File: src/rtl/hazard_forward_unit.sv
// -----------------------------------------------------------------------------
// hazard_forward_unit
//
// Forwarding and load-use hazard unit for the RV32I pipeline, sitting beside
// EX. It keeps a shift-register scoreboard of the destination registers of the
// DEPTH instructions downstream of EX. Entry 1 is EX/MEM, entry 2 is MEM/WB,
// and so on. From that scoreboard it derives the per-operand forward selects
// and a load-use stall for the instruction currently in EX.
//
// Parameters
//   REG_AW     register address width
//   DEPTH      tracked stages after EX (1..7)
//   LOAD_STAGE first tracked stage from which load data can be forwarded
//              (1..DEPTH)
//   SEL_W      forward select width
//
// Ports
//   clk         single clock
//   rst_n       synchronous active-low reset; clears all scoreboard entries
//   pipe_en     pipeline advance (0 = freeze, scoreboard holds)
//   flush       EX instruction is killed; it is not recorded and cannot stall
//   ex_valid    EX holds a real instruction
//   ex_rs1/rs2  EX source registers
//   ex_rd       EX destination register
//   ex_wb       EX instruction writes rd
//   ex_load     EX instruction is a load
//   fwd_sel1/2  0 = register file, k = forward from tracked stage k
//   stall_o     load-use stall (holds IF/ID/EX, inserts a bubble)
//
// Optional feature, enabled by defining HAZARD_STATS_EN:
//   stall_cnt   number of cycles with stall_o & pipe_en (wraps)
//   fwd_cnt     number of nonzero selects taken on advancing, non-stalled
//               cycles (wraps)
// -----------------------------------------------------------------------------
module hazard_forward_unit #(
   parameter int REG_AW     = 5,
   parameter int DEPTH      = 2,
   parameter int LOAD_STAGE = 2,
   parameter int SEL_W      = $clog2(DEPTH + 1)
) (
   input  logic              clk,
   input  logic              rst_n,
   input  logic              pipe_en,
   input  logic              flush,
   input  logic              ex_valid,
   input  logic [REG_AW-1:0] ex_rs1,
   input  logic [REG_AW-1:0] ex_rs2,
   input  logic [REG_AW-1:0] ex_rd,
   input  logic              ex_wb,
   input  logic              ex_load,
   output logic [SEL_W-1:0]  fwd_sel1,
   output logic [SEL_W-1:0]  fwd_sel2,
   output logic              stall_o
`ifdef HAZARD_STATS_EN
   ,
   output logic [31:0]       stall_cnt,
   output logic [31:0]       fwd_cnt
`endif
);

   // Scoreboard: index 1 is the youngest tracked stage.
   logic              r_v  [1:DEPTH];
   logic [REG_AW-1:0] r_rd [1:DEPTH];
   logic              r_wb [1:DEPTH];
   logic              r_ld [1:DEPTH];

   logic [SEL_W-1:0]  w_sel1_raw;
   logic [SEL_W-1:0]  w_sel2_raw;
   logic              w_ldhaz1;
   logic              w_ldhaz2;
   logic              w_stall;

   // Only the valid bits need a reset. The payload is ignored while v = 0.
   always_ff @(posedge clk) begin
      if (!rst_n) begin
         for (int k = 1; k <= DEPTH; k++) r_v[k] <= 1'b0;
      end else if (pipe_en) begin
         r_v[1] <= ex_valid & ~flush & ~w_stall;
         for (int k = 2; k <= DEPTH; k++) r_v[k] <= r_v[k-1];
      end
   end

   always_ff @(posedge clk) begin
      if (pipe_en) begin
         r_rd[1] <= ex_rd;
         r_wb[1] <= ex_wb;
         r_ld[1] <= ex_load;
         for (int k = 2; k <= DEPTH; k++) begin
            r_rd[k] <= r_rd[k-1];
            r_wb[k] <= r_wb[k-1];
            r_ld[k] <= r_ld[k-1];
         end
      end
   end

   // Scan from oldest to youngest, so the last hit is the youngest producer.
   // A load hit only causes a hazard when it is the youngest match and has
   // not yet reached LOAD_STAGE.
   always_comb begin
      w_sel1_raw = '0;
      w_sel2_raw = '0;
      w_ldhaz1   = 1'b0;
      w_ldhaz2   = 1'b0;
      for (int k = DEPTH; k >= 1; k--) begin
         if (r_v[k] && r_wb[k] && (r_rd[k] != '0) && (r_rd[k] == ex_rs1)) begin
            w_sel1_raw = SEL_W'(k);
            w_ldhaz1   = r_ld[k] && (k < LOAD_STAGE);
         end
         if (r_v[k] && r_wb[k] && (r_rd[k] != '0) && (r_rd[k] == ex_rs2)) begin
            w_sel2_raw = SEL_W'(k);
            w_ldhaz2   = r_ld[k] && (k < LOAD_STAGE);
         end
      end
   end

   // flush suppresses the stall. While stalled, the selects are parked at 0.
   assign w_stall  = ex_valid & ~flush & (w_ldhaz1 | w_ldhaz2);
   assign stall_o  = w_stall;
   assign fwd_sel1 = (ex_valid && !w_stall) ? w_sel1_raw : '0;
   assign fwd_sel2 = (ex_valid && !w_stall) ? w_sel2_raw : '0;

`ifdef HAZARD_STATS_EN
   logic [31:0] r_stall_cnt;
   logic [31:0] r_fwd_cnt;
   logic [1:0]  w_nfwd;

   assign w_nfwd = {1'b0, (fwd_sel1 != '0)} + {1'b0, (fwd_sel2 != '0)};

   always_ff @(posedge clk) begin
      if (!rst_n) begin
         r_stall_cnt <= '0;
         r_fwd_cnt   <= '0;
      end else if (pipe_en) begin
         if (w_stall) r_stall_cnt <= r_stall_cnt + 32'd1;
         else         r_fwd_cnt   <= r_fwd_cnt + 32'(w_nfwd);
      end
   end

   assign stall_cnt = r_stall_cnt;
   assign fwd_cnt   = r_fwd_cnt;
`endif

endmodule

File: config.mk
export PLATFORM = sky130hd
export DESIGN_NAME = hazard_forward_unit
export DESIGN_NICKNAME = d
export VERILOG_FILES = /design/src/rtl/hazard_forward_unit.sv
export SDC_FILE = /design/constraint.sdc
export NUM_CORES = 1
export LEC_CHECK = 0
export CAP_MARGIN = 20
export CORE_ASPECT_RATIO = 0.8
export CORE_MARGIN = 2
export CORE_UTILIZATION = 43
export CTS_CLUSTER_SIZE = 40
export DETAILED_ROUTE_END_ITERATION = 16
export PLACE_DENSITY = 0.87
export SYNTH_ARGS = -nofsm -noshare
export SYNTH_HDL_FRONTEND = slang
export SYNTH_SLANG_ARGS = --single-unit
export TNS_END_PERCENT = 5
File: constraint.sdc
create_clock -name clk -period 2.44 [get_ports clk]
set_clock_uncertainty 0.15 [all_clocks]
set_input_delay 0.488 -clock clk [delete_from_list [all_inputs] [get_ports clk]]
set_output_delay 0.488 -clock clk [all_outputs]
set_load 0.01 [all_outputs]
==> impl_metrics.py, run 1 <==
metrics = {
    "place": {
        "place.gp.congestion": 0.908,
        "placed_area_um2": 1200,
        "dpl.hpwl_um": 1420,
        "portBuffers": 26,
    },
    "yosys": {
        "syn_area_per_cell_um2": 12.7,
        "seq_area_frac_synth_pct": 56.4,
        "synth_largest_area_cell": "edfxtp_1",
        "ys.flop_type": "edfxtp_1",
        "syn_nets": 85,
        "yosysUniqueCellTypes": 18,
        "netlist_top_cells_count": "edfxtp_1, xor2_1, xnor2_1",
        "synthArstFlopShare_pct": 0,
        "syn-cell-area_um2": 798,
        "synth_most_common_cell": "edfxtp_1",
        "yosys-top-cells-area": "edfxtp_1, xor2_1, xnor2_1",
        "syn-instance-count": 63,
        "synth_edf_count": 15,
        "ys_ff_latch": 15,
        "yosysWarnings": 0,
        "netlist.area_leader.share_pct": 56.4,
    },
    "finish": {
        "nets": 132,
        "final_cell_area_um2": 1280,
        "drive_gt1_share_pct": 27.5,
        "area_growth_pct": 59.9,
        "fillCellCount": 118,
        "num_antenna_cells": 0,
        "utilization_pct": 75.4,
    },
    "floorplanning": {
        "fp-row-count": 13,
        "die_w_um": 52.2,
        "dieArea_um2": 2220,
        "die_y_um": 42.5,
        "start_util_pct": 47.2,
        "ios": 27,
        "core_area_um2": 1690,
    },
    "routing": {
        "drc_errors": 0,
        "detail-route-antenna-nets": 0,
        "vias": 669,
        "initialDrtViolationCount": 10,
        "drt_wl_total_um": 1940,
        "wl_per_cell_um": 14.8,
        "viasPerCell": 5.11,
        "firstDrtPassIters": 4,
    },
    "sta": {
        "max_freq_mhz": 372,
        "hold_viol": 0,
        "setup_ws_ns": -0.247,
        "tns_ns": -0.749,
        "drv_slew": 0,
        "min_period_ns": 2.69,
        "worst_slew_pin_slew_ns": 0.504,
        "setup_viol": 5,
        "max_slew_margin_pct": 66.4,
        "rsz0062_at_grt": "yes",
        "finalCritPeriodShare_pct": 110,
    },
    "min_path": {
        "hp-start": "r_wb[1]$_DFFE_PP_",
        "whs_path_depth": 0,
        "hold_class": "reg2reg",
        "min_to": "r_wb[2]$_DFFE_PP_",
    },
    "worst_setup_path": {
        "cpLargestDelayFamily": "simple AND/OR/NAND/NOR gates",
        "arrival_ns": 2.05,
        "path_cells": "or4_4, o211ai_4, nor2_4, buf_6, a2111oi_4, buf_2",
        "startpoint_type": "flop",
        "critPathSlowestCell": "or4_4",
        "r2r_start": "r_rd[1][1]$_DFFE_PP_",
        "critPathRequiredTime_ns": 1.80,
        "reg2reg_slack_ns": 0.42,
        "reg2reg_depth": 6,
        "path_max_fanout": 4,
        "worst-setup-path-type": "reg2out",
        "crit_path_end_kind": "output pin",
        "r2r-end": "r_v[1]$_DFFE_PP_",
        "max_stage_delay_ns": 0.56,
        "worst-path-buf-inv": 2,
    },
    "pwr": {
        "p_leak_nw": 0.506,
        "powerDensity_nw_per_um2": 450,
        "finalPower_mw": 0.574,
        "peakVddDrop_uv": 359,
    },
    "clock_network": {
        "cts-root-buf": "clkbuf_4",
        "cts_inserted_buffers": 3,
        "h-tree-depth": 1,
        "clock-sinks": 15,
        "path_clk_slew_ns": 0.08,
        "clkLatencyLatePin_ns": 0.27,
        "cts_max_path_buffers": 2,
        "cts_tree": "yes",
    },
    "job": {
        "max_cap_violations": 0,
    },
    "grt": {
        "grt_overflow": 0,
        "grt_pass1_wl_um": 3010,
        "grt_max_degree": 11,
        "grt_use_total_pct": 19.3,
        "grt_pass1_vias": 697,
        "grt_antenna_before_repair": 0,
    },
    "outcome": {
        "outcome": "complete, but fails checks",
        "violations": "negative setup slack",
    },
}
through the flow:
| stage | hold WS, ns | worst slack [ns] | instances |
|---|---|---|---|
| CTS | 0.383 | -0.286 | 131 |
| finish | 0.394 | -0.247 | 131 |
| global placement | 0.306 | -0.588 | 126 |
| detailed placement | 0.313 | -0.641 | 126 |
| floorplan | 0.297 | -0.0326 | 63 |
| global route | 0.395 | -0.331 | 131 |
layout make-up:
| cell class | count | area (um^2) | area share [%] |
|---|---|---|---|
| clock buffers | 4 | 26.3 | 2.06 |
| inverters | 2 | 7.51 | 0.588 |
| multi-input cells | 46 | 402 | 31.5 |
| flip-flops and latches | 15 | 450 | 35.3 |
| well taps | 22 | 27.5 | 2.16 |
| repair buffers | 42 | 363 | 28.4 |
flip-flops by register name, summed over array words and instances (netlist names):
name	flops
r_ld	1
r_v	2
r_rd	10
r_wb	2
worst reg2reg max path: stages, from the launching register on:
cell,delay [ns]
edfxtp_1,0.40
buf_4,0.16
xor2_1,0.16
nor3_1,0.24
nand3_1,0.19
a211oi_1,0.38
nor4_1,0.10
routing by layer:
layer  routed length (um)  up-vias  part of all wire [%]  track usage, %
met4                   14        0                  0.72            9.23
met5                    0        -                     0               0
li1                     -      327                     -               -
met1                  828      312                    43            23.8
met3                  121        2                   6.2            1.07
met2                  978       28                    50            33.9
placed cells by master, fill, tap and decap left out:
cell type,synthesis,final
a2111oi_4,0,2
a211oi_1,1,1
and3_1,3,3
buf_2,0,3
buf_4,0,15
buf_6,0,1
clkbuf_1,0,1
clkbuf_2,0,2
clkbuf_4,0,3
clkdlybuf4s50_1,0,15
dlygate4sd2_1,0,3
dlymetal6s2s_1,0,3
edfxtp_1,15,15
inv_1,2,2
nand2_1,1,1
nand2b_1,2,2
nand3_1,4,4
nor2_1,3,1
nor2_4,0,2
nor3_1,4,4
nor4_1,1,1
o2111ai_1,1,1
o211ai_4,0,1
o21a_1,1,1
or4_1,1,1
or4_4,1,1
xnor2_1,8,8
xor2_1,12,12
power by group:
group	internal [mW]	switching, mW	total [mW]
Combinational	0.0722	0.0504	0.123
Clock	0.0632	0.0671	0.130
Sequential	0.305	0.0156	0.321
cells by family (layout without fill, tap and decap cells):
group	count (synthesis)	after routing	share of synthesized area, %
buffers and inverters	2	48	0.941
AOI/OAI and AO/OA	6	6	6.74
xor gates and xnor gates	20	20	21.9
and+or+nand+nor	20	20	14.0
DFF	15	15	56.4
how the worst max path moves through the flow:
stage / from / to / slack, ns / cells after the start
global placement: ex_rs1[2] / fwd_sel2[1] / -0.59 / 7
finish: r_rd[1][4]$_DFFE_PP_ / fwd_sel1[1] / -0.25 / 6
global route: r_rd[1][1]$_DFFE_PP_ / fwd_sel2[1] / -0.33 / 5
detailed placement: ex_rs1[2] / fwd_sel2[1] / -0.64 / 7
floorplan: r_rd[1][3]$_DFFE_PP_ / fwd_sel1[1] / -0.03 / 4
CTS: ex_rs2[2] / fwd_sel2[0] / -0.29 / 7
what timing repair did:
| action | 4_1_cts | 5_1_grt |
|---|---|---|
| hold buffers | 0 | 0 |
| endpoints found under the setup margin | 5 | 5 |
| pin swaps | 7 | 11 |
| setup buffers | 1 | 0 |
| hold endpoints to repair | 0 | 0 |
| gates resized for setup | 23 | 13 |
No activity file was read; power rests on OpenSTA's default activity.
==> run 2, diff against run 1 <==
--- a/config.mk
+++ b/config.mk
@@ -5,13 +5,12 @@
 export SDC_FILE = /design/constraint.sdc
 export NUM_CORES = 1
 export LEC_CHECK = 0
-export CAP_MARGIN = 20
+export CAP_MARGIN = 30
 export CORE_ASPECT_RATIO = 0.8
-export CORE_MARGIN = 2
-export CORE_UTILIZATION = 43
+export CORE_UTILIZATION = 40
 export CTS_CLUSTER_SIZE = 40
 export DETAILED_ROUTE_END_ITERATION = 16
-export PLACE_DENSITY = 0.87
+export PLACE_DENSITY = 0.83
 export SYNTH_ARGS = -nofsm -noshare
 export SYNTH_HDL_FRONTEND = slang
 export SYNTH_SLANG_ARGS = --single-unit
==> impl_metrics.py, run 2 (synthesis gave the netlist of run 1 again) <==
metrics = {
    "finish": {
        "final_cells": 138,
        "final_cell_mix": "buf_4, clkdlybuf4s50_1, edfxtp_1",
        "utilization_pct": 71.1,
        "layout_commonest_cell": "buf_4",
        "num_antenna_cells": 0,
        "area_growth_pct": 66.9,
        "nets": 137,
        "largest_registers": "r_rd (10), r_v (2), r_wb (2)",
        "largest_reg_flops": 10,
        "largest-register": "r_rd",
        "drive_gt1_share_pct": 34.2,
    },
    "routing": {
        "wl_per_cell_um": 16.0,
        "drt_wl_total_um": 2210,
        "dr_wl_met2_um": 1170,
        "drc_errors": 0,
        "initialDrtViolationCount": 15,
        "vias": 715,
        "detail-route-antenna-nets": 0,
        "firstDrtPassIters": 4,
        "viasPerCell": 5.18,
        "wl_met3_um": 77,
        "wl_met1_um": 854,
        "routed.top_layer": "met4",
    },
    "worst_setup_path": {
        "max_stage_delay_ns": 0.56,
        "r2r_start": "r_rd[1][4]$_DFFE_PP_",
        "critPathSlowestCell": "or4_4",
        "worst-path-buf-inv": 2,
        "cp-startpoint": "r_rd[1][3]$_DFFE_PP_",
        "crit_path_end_kind": "output pin",
        "cpLargestDelayFamily": "simple AND/OR/NAND/NOR gates",
        "worst-setup-path-type": "reg2out",
        "path_max_fanout": 4,
        "arrival_ns": 2.09,
        "path_cells": "or4_4, o211ai_4, nor2_4, buf_6, a2111oi_4, buf_2",
        "critPathRequiredTime_ns": 1.80,
        "startpoint_type": "flop",
    },
    "min_path": {
        "hold_class": "reg2reg",
        "hp-start": "r_wb[1]$_DFFE_PP_",
    },
    "clock_network": {
        "cts_tree": "yes",
        "cts-root-buf": "clkbuf_4",
        "h-tree-depth": 1,
        "cts_max_path_buffers": 2,
        "path_clk_slew_ns": 0.08,
        "cts_inserted_buffers": 3,
        "clkLatencyLatePin_ns": 0.27,
        "ctsHoldBuffers": 0,
        "clock-sinks": 15,
    },
    "pwr": {
        "switching_share_pct": 24.5,
        "finalPower_mw": 0.588,
        "powerDensity_nw_per_um2": 441,
        "seqPwrFrac_pct": 54.7,
        "p_switching_mw": 0.144,
        "p_int_mw": 0.444,
        "power_frac_clock_pct": 22.4,
        "p_leak_nw": 0.507,
        "pwr-share-comb_pct": 22.9,
        "peakVddDrop_uv": 376,
    },
    "floorplanning": {
        "core_area_um2": 1870,
        "dieArea_um2": 2180,
        "fp-row-count": 14,
        "ios": 27,
        "die_w_um": 51.9,
        "die_y_um": 42.0,
        "start_util_pct": 42.6,
    },
    "sta": {
        "setup_viol": 6,
        "max_slew_margin_pct": 66.4,
        "timing.hold.ws_ns": 0.375,
        "rsz0062_at_grt": "yes",
        "max_freq_mhz": 367,
        "hold_viol": 0,
        "worst_slew_pin_slew_ns": 0.503,
        "min_period_ns": 2.72,
        "drv_slew": 0,
        "setup_ws_ns": -0.283,
        "finalCritPeriodShare_pct": 112,
    },
    "place": {
        "dpl.hpwl_um": 1450,
        "pre_cts_ws_ns": -0.647,
        "placed_cells": 126,
        "place.gp.congestion": 0.846,
        "portBuffers": 26,
    },
    "grt": {
        "grt_use_total_pct": 20.8,
        "grt_pass1_vias": 730,
        "grt_max_degree": 11,
        "grt_overflow": 0,
        "grt_antenna_before_repair": 0,
        "grt_pass1_wl_um": 3110,
    },
    "outcome": {
        "violations": "negative setup slack",
        "outcome": "complete, but fails checks",
    },
    "job": {
        "max_cap_violations": 0,
    },
}
[run 2: cell types whose count changed in the layout (fill, tap and decap cells not counted), moves of 2 or more]
cell	previous run	this run
buf_4	15	20
nor3_1	4	2
buf_2	3	5
clkbuf_2	2	0
nor3_2	0	2
dlygate4sd2_1	3	6
dlymetal6s2s_1	3	0
[run 2: area by class of cell]
cell class / count / area (um^2)
Clock buffer: 4 / 26.3
Fill cell: 137 / 542
Inverter: 2 / 7.51
Multi-Input combinational cell: 46 / 429
Sequential cell: 15 / 450
Tap cell: 24 / 30.0
Timing Repair Buffer: 47 / 389
[run 2: timing repair]
item | CTS | global route
gates resized for setup | 35 | 8
setup endpoints to repair | 5 | 6
pin swaps | 12 | 9
hold endpoints to repair | 0 | 0
buffers inserted | 7 | 1
[run 2: metrics by stage]
| stage | instance area, um^2 | TNS, ns |
|---|---|---|
| 6_report | 1330 | -0.979 |
| 5_1_grt | 1330 | -1.29 |
| 2_1_floorplan | 801 | -0.0652 |
| 3_5_place_dp | 1190 | -2.93 |
| 3_3_place_gp | 1190 | -2.73 |
| 4_1_cts | 1270 | -1.01 |
[run 2: power groups by stage]
stage | combinational (mW) | clock [mW] | sequential (mW)
4_1_cts | 0.122 | 0.140 | 0.321
3_5_place_dp | 0.116 | 0 | 0.326
5_1_grt | 0.143 | 0.145 | 0.323
6_report | 0.135 | 0.132 | 0.321
3_3_place_gp | 0.112 | 0 | 0.324
2_1_floorplan | 0.0399 | 0 | 0.325
[run 2: worst reg2reg max path, cell delays in order, from the launching register on]
cell and delay, ns:
edfxtp_1 0.39, buf_4 0.16, xor2_1 0.16, nor3_2 0.21
nand3_2 0.14, buf_4 0.17, buf_4 0.13, buf_4 0.12
buf_4 0.12, buf_4 0.14, a211oi_4 0.23, nor4_1 0.09
[run 2: worst paths after layout]
| path | to | slack (ns) | depth (start not counted) |
|---|---|---|---|
| worst max register to register | r_v[1]$_DFFE_PP_ | -0.01 | 11 |
| worst min-delay path | r_wb[2]$_DFFE_PP_ | 0.38 | 0 |
| worst max-delay path | fwd_sel1[1] | -0.28 | 6 |
| worst min register to register | r_wb[2]$_DFFE_PP_ | 0.38 | 0 |
[run 2: metal layers]
metal	global-route usage (%)	vias up
met1	22.8	345
met5	0	-
met4	14.1	0
met3	1.47	10
li1	-	334
met2	37.2	26
==> run 3, diff against run 2 <==
--- a/config.mk
+++ b/config.mk
@@ -10,6 +10,7 @@
 export CORE_UTILIZATION = 40
 export CTS_CLUSTER_SIZE = 40
 export DETAILED_ROUTE_END_ITERATION = 16
+export GPL_ROUTABILITY_DRIVEN = 0
 export PLACE_DENSITY = 0.83
 export SYNTH_ARGS = -nofsm -noshare
 export SYNTH_HDL_FRONTEND = slang
==> results of run 3 <==
No change in the layout: final DEF, timing and power equal those of run 2.
